--- src/rtl/instr_sequencer.sv ---
// Multi-cycle control sequencer sitting between instruction memory and the
// decoder / ALU / register file. Fetches one instruction at a time, latches the
// decoded controls, then steps through read, execute and write-back strobes.
module instr_sequencer #(
    parameter int unsigned        ADDR_W   = 8,
    parameter logic [ADDR_W-1:0]  RESET_PC = '0,
    parameter int unsigned        CNT_W    = 16
) (
    input  logic              clk,
    input  logic              rst_n,
    input  logic              run,
    // instruction memory
    output logic              imem_req,
    output logic [ADDR_W-1:0] imem_addr,
    input  logic              imem_ready,
    input  logic [31:0]       imem_rdata,
    // decoder
    output logic [31:0]       ir,
    input  logic              dec_alu_src,
    input  logic [1:0]        dec_alu_op,
    input  logic [3:0]        dec_reg1,
    input  logic [3:0]        dec_reg2,
    input  logic [3:0]        dec_reg_dest,
    // register file read
    output logic              rf_rd_en,
    output logic [3:0]        rf_raddr1,
    output logic [3:0]        rf_raddr2,
    // ALU
    output logic              alu_start,
    output logic              alu_src_q,
    output logic [1:0]        alu_op_q,
    input  logic              alu_done,
    // register file write-back
    output logic              rf_we,
    output logic [3:0]        rf_waddr,
    // status
    output logic [ADDR_W-1:0] pc,
    output logic [CNT_W-1:0]  retired,
    output logic              busy,
    output logic              halted
);

    typedef enum logic [2:0] {
        StIdle,
        StFetch,
        StDecode,
        StRead,
        StExec,
        StWb,
        StHalt
    } state_e;

    localparam logic [31:0] InstrNop  = 32'h0000_0000;
    localparam logic [31:0] InstrHalt = 32'hFFFF_FFFF;

    state_e state_q;
    state_e state_d;

    // Fetch address is always the PC; both are held while waiting for imem_ready.
    assign imem_addr = pc;

    // Next-state selection; run is only consulted at instruction boundaries.
    always_comb begin
        state_d = state_q;
        case (state_q)
            StIdle:   if (run) state_d = StFetch;
            StFetch:  if (imem_ready) state_d = StDecode;
            StDecode: begin
                if (ir == InstrNop) begin
                    state_d = run ? StFetch : StIdle;
                end else if (ir == InstrHalt) begin
                    state_d = StHalt;
                end else begin
                    state_d = StRead;
                end
            end
            StRead:   state_d = StExec;
            StExec:   if (alu_done) state_d = StWb;
            StWb:     state_d = run ? StFetch : StIdle;
            StHalt:   state_d = StHalt;
            default:  state_d = StIdle;
        endcase
    end

    // State, datapath registers and strobes; strobes are registered from the
    // next state so each one is high exactly while its state is current.
    always_ff @(posedge clk or negedge rst_n) begin
        if (!rst_n) begin
            state_q   <= StIdle;
            pc        <= RESET_PC;
            ir        <= '0;
            retired   <= '0;
            alu_src_q <= 1'b0;
            alu_op_q  <= '0;
            rf_raddr1 <= '0;
            rf_raddr2 <= '0;
            rf_waddr  <= '0;
            imem_req  <= 1'b0;
            rf_rd_en  <= 1'b0;
            alu_start <= 1'b0;
            rf_we     <= 1'b0;
            busy      <= 1'b0;
            halted    <= 1'b0;
        end else begin
            state_q <= state_d;

            if (state_q == StFetch && imem_ready) begin
                ir <= imem_rdata;
                pc <= pc + ADDR_W'(1);
            end

            if (state_q == StDecode) begin
                alu_src_q <= dec_alu_src;
                alu_op_q  <= dec_alu_op;
                rf_raddr1 <= dec_reg1;
                rf_raddr2 <= dec_reg2;
                rf_waddr  <= dec_reg_dest;
            end

            // NOPs retire straight out of DECODE; halt words never retire.
            if ((state_q == StDecode && ir == InstrNop) || state_q == StWb) begin
                retired <= retired + CNT_W'(1);
            end

            imem_req  <= (state_d == StFetch);
            rf_rd_en  <= (state_d == StRead);
            // Only the READ->EXEC transition starts the ALU, so a long EXEC
            // still produces a single start pulse.
            alu_start <= (state_d == StExec) && (state_q != StExec);
            rf_we     <= (state_d == StWb);
            busy      <= (state_d != StIdle) && (state_d != StHalt);
            halted    <= (state_d == StHalt);
        end
    end

endmodule

--- config.mk ---
export PLATFORM = sky130hd
export DESIGN_NAME = instr_sequencer
export DESIGN_NICKNAME = d
export VERILOG_FILES = /design/src/rtl/instr_sequencer.sv
export SDC_FILE = /design/constraint.sdc
export NUM_CORES = 1
export LEC_CHECK = 0
export BUFFER_PORTS_ARGS = -buffer_cell sky130_fd_sc_hd__buf_4
export CAP_MARGIN = 20
export CORE_MARGIN = 8
export CORE_UTILIZATION = 40
export DETAILED_ROUTE_END_ITERATION = 8
export PLACE_DENSITY = 0.68
export SKIP_LAST_GASP = 1
export SYNTH_ARGS = -nofsm -noshare
export SYNTH_HDL_FRONTEND = slang
export SYNTH_SLANG_ARGS = --single-unit
--- constraint.sdc ---
create_clock -name clk -period 2.8 [get_ports clk]
set_input_delay 0.28 -clock clk [delete_from_list [all_inputs] [get_ports clk]]
set_output_delay 0.28 -clock clk [all_outputs]
set_load 0.1 [all_outputs]
==> impl_metrics.json <==
{
  "num_io_pins": 137,
  "dp_hpwl_mm": 6.16,
  "critPathRequiredTime_ns": 3.02,
  "path_class": "reg -> reg",
  "die_area_mm2": 0.0117,
  "fin_setup_tns_ns": 0,
  "antennaDiodeCount": 0,
  "fillCellCount": 701,
  "final_util": 0.580,
  "r2r-start": "ir[2]$_DFFE_PN0P_",
  "start_kind": "register",
  "r2r_slack_ns": 0.71,
  "core_mm2": 0.00822,
  "syn_inst": 249,
  "timing.slew.headroom": 0.762,
  "port_buffers": 136,
  "gp_congestion": 0.761,
  "drive_above_1_share": 0.544,
  "std_cell_rows": 33,
  "most-common-layout-cells": "buf_4, dfrtp_1, mux2_2",
  "clkTransAtPathRegs_ns": 0.08,
  "wire_per_inst_um": 16.5,
  "cts_max_level": 3,
  "synthArstFlopShare": 1.00,
  "cts_setup_buffers": 0,
  "ys_warn_count": 0,
  "synth_edf_count": 0,
  "synth.avg_cell_area_um2": 13.7,
  "die_w_um": 108,
  "cts-root-buf": "clkbuf_8",
  "synth_ff_type": "dfrtp_1",
  "worstPathArrival_ns": 2.31,
  "crit_end": "retired[5]$_DFFE_PN0P_",
  "hold_viol_final": 0,
  "antenna_found_initial": 0,
  "grt_pass1_wl_mm": 13.5,
  "worst_pin_slew_ns": 0.356,
  "status": "completed",
  "grt_start_max_net_pins": 81,
  "drc": 0,
  "cp_max_fo": 6,
  "drv_slew": 0,
  "synth.distinct_cells": 39,
  "vias": 2430,
  "clock.fmax_mhz": 480,
  "grt_use_total": 0.143,
  "ctsHoldBuffers": 0,
  "syn_to_final_growth_pct": 40.0,
  "clockBufferDepth": 2,
  "end_kind": "register",
  "cts_buffers": 9,
  "layout_commonest_cell": "buf_4",
  "drt-pass1-iter-count": 4,
  "holdCritPathClass": "in -> reg",
  "finalSetupViolCount": 0,
  "globalRoute.totalOverflow": 0,
  "ys_seq_area_frac": 0.588,
  "nNetsFinal": 439,
  "drtIter0Drc": 57,
  "die_h_um": 108,
  "rr_worst_depth": 6,
  "clkLatencyLatePin_ns": 0.33,
  "ant_nets": 0,
  "drv_cap": 0,
  "wl_mm": 8.13,
  "syn-cell-area_mm2": 0.00340,
  "clkSinkCount": 80,
  "initial_core_util": 0.414,
  "via_per_inst": 4.93,
  "grt_pass1_vias": 2707,
  "rsz0062_at_grt": "no",
  "multiInputGateArea_mm2": 0.00131,
  "fin_crit_sh": 0.745,
  "worst_slack_ns": 0.715,
  "final.min_clock_period_ns": 2.09,
  "synth_nets": 303,
  "ff_latch_area_mm2": 0.00200,
  "cts_tree": "built",
  "cts_resized": 0,
  "synth-seq-cells": 80,
  "r2r_end": "retired[5]$_DFFE_PN0P_",
  "holdWs_ns": 0.173,
  "critPathLaunch": "ir[2]$_DFFE_PN0P_",
  "skew_ns": 0.00902,
  "dp_worst_setup_slack_ns": 0.697
}
## cell usage after synthesis (all sizes together), types with 2 or more instances
cell / n / area share
nand2: 6 / 0.0066
ha: 2 / 0.0073
and3: 2 / 0.0040
nor3: 5 / 0.0073
nor4bb: 2 / 0.0059
nand4: 16 / 0.031
mux2: 49 / 0.16
nand3: 8 / 0.013
xnor2: 18 / 0.046
and4: 2 / 0.0051
mux2i: 2 / 0.0059
and2: 3 / 0.0059
o21ai: 2 / 0.0029
or4: 2 / 0.0044
xor2: 4 / 0.010
nor2: 7 / 0.0077
inv: 5 / 0.0055
nor4: 8 / 0.025
dfrtp: 80 / 0.59
buf: 14 / 0.026
## metal layers
| metal | global-route usage | share of wire |
|---|---|---|
| met2 | 0.207 | 0.43 |
| met1 | 0.177 | 0.43 |
| met3 | 0.0708 | 0.13 |
| met4 | 0.0606 | 0.016 |
| met5 | 0 | 0 |
## per-stage QoR
step                std cells  area, µm²
global placement          477       4510
floorplan                 249       3400
finish                    493       4770
detailed placement        477       4510
CTS                       491       4730
global route              493       4770
## final cells by class
cell class | instances | share of cell area
Sequential cell | 80 | 0.420
Clock inverter | 4 | 0.0200
Clock buffer | 10 | 0.0268
Inverter | 5 | 0.00394
Multi-Input combinational cell | 149 | 0.274
Timing Repair Buffer | 140 | 0.228
Tap cell | 105 | 0.0276
## cell families (layout without fill, tap and decap cells)
family | count (synthesis) | after routing | synth area share
DFF | 80 | 80 | 0.588
AOI/OAI and AO/OA | 7 | 7 | 0.0184
xor gates and xnor gates | 22 | 22 | 0.0566
buffers and inverters | 20 | 159 | 0.0331
adders and majority gates | 2 | 2 | 0.00735
and+or+nand+nor | 67 | 67 | 0.129
muxes | 51 | 51 | 0.168
## worst max-delay path, cell delays in order, from the launching register on
cell	delay, ns
dfrtp_1	0.41
nor4_1	0.31
nand4_1	0.26
o31ai_4	0.42
and3_2	0.31
nand4_1	0.13
xnor2_1	0.15
## sequential cells by signal, indices dropped and copies added, names as in the netlist, 2 cells and up
register,cells
rf_waddr,4
rf_raddr1,4
rf_raddr2,4
ir,32
alu_op_q,2
state_q,3
imem_addr,8
retired,16
## worst min-delay path by stage
stage	startpoint	end	slack (ns)	cells after the start
after floorplan	rst_n	alu_op_q[0]$_DFFE_PN0P_	-0.02	0
after global placement	retired[15]$_DFFE_PN0P_	retired[15]$_DFFE_PN0P_	0.48	1
after detailed placement	retired[15]$_DFFE_PN0P_	retired[15]$_DFFE_PN0P_	0.49	1
after CTS	rst_n	imem_addr[1]$_DFFE_PN0P_	0.14	1
after global routing	imem_rdata[19]	ir[19]$_DFFE_PN0P_	0.15	2
final	imem_rdata[19]	ir[19]$_DFFE_PN0P_	0.17	2
Power is left out: the tool's default activity adds up to more than one toggle a clock period on the data nets, which glitch-free logic cannot reach.
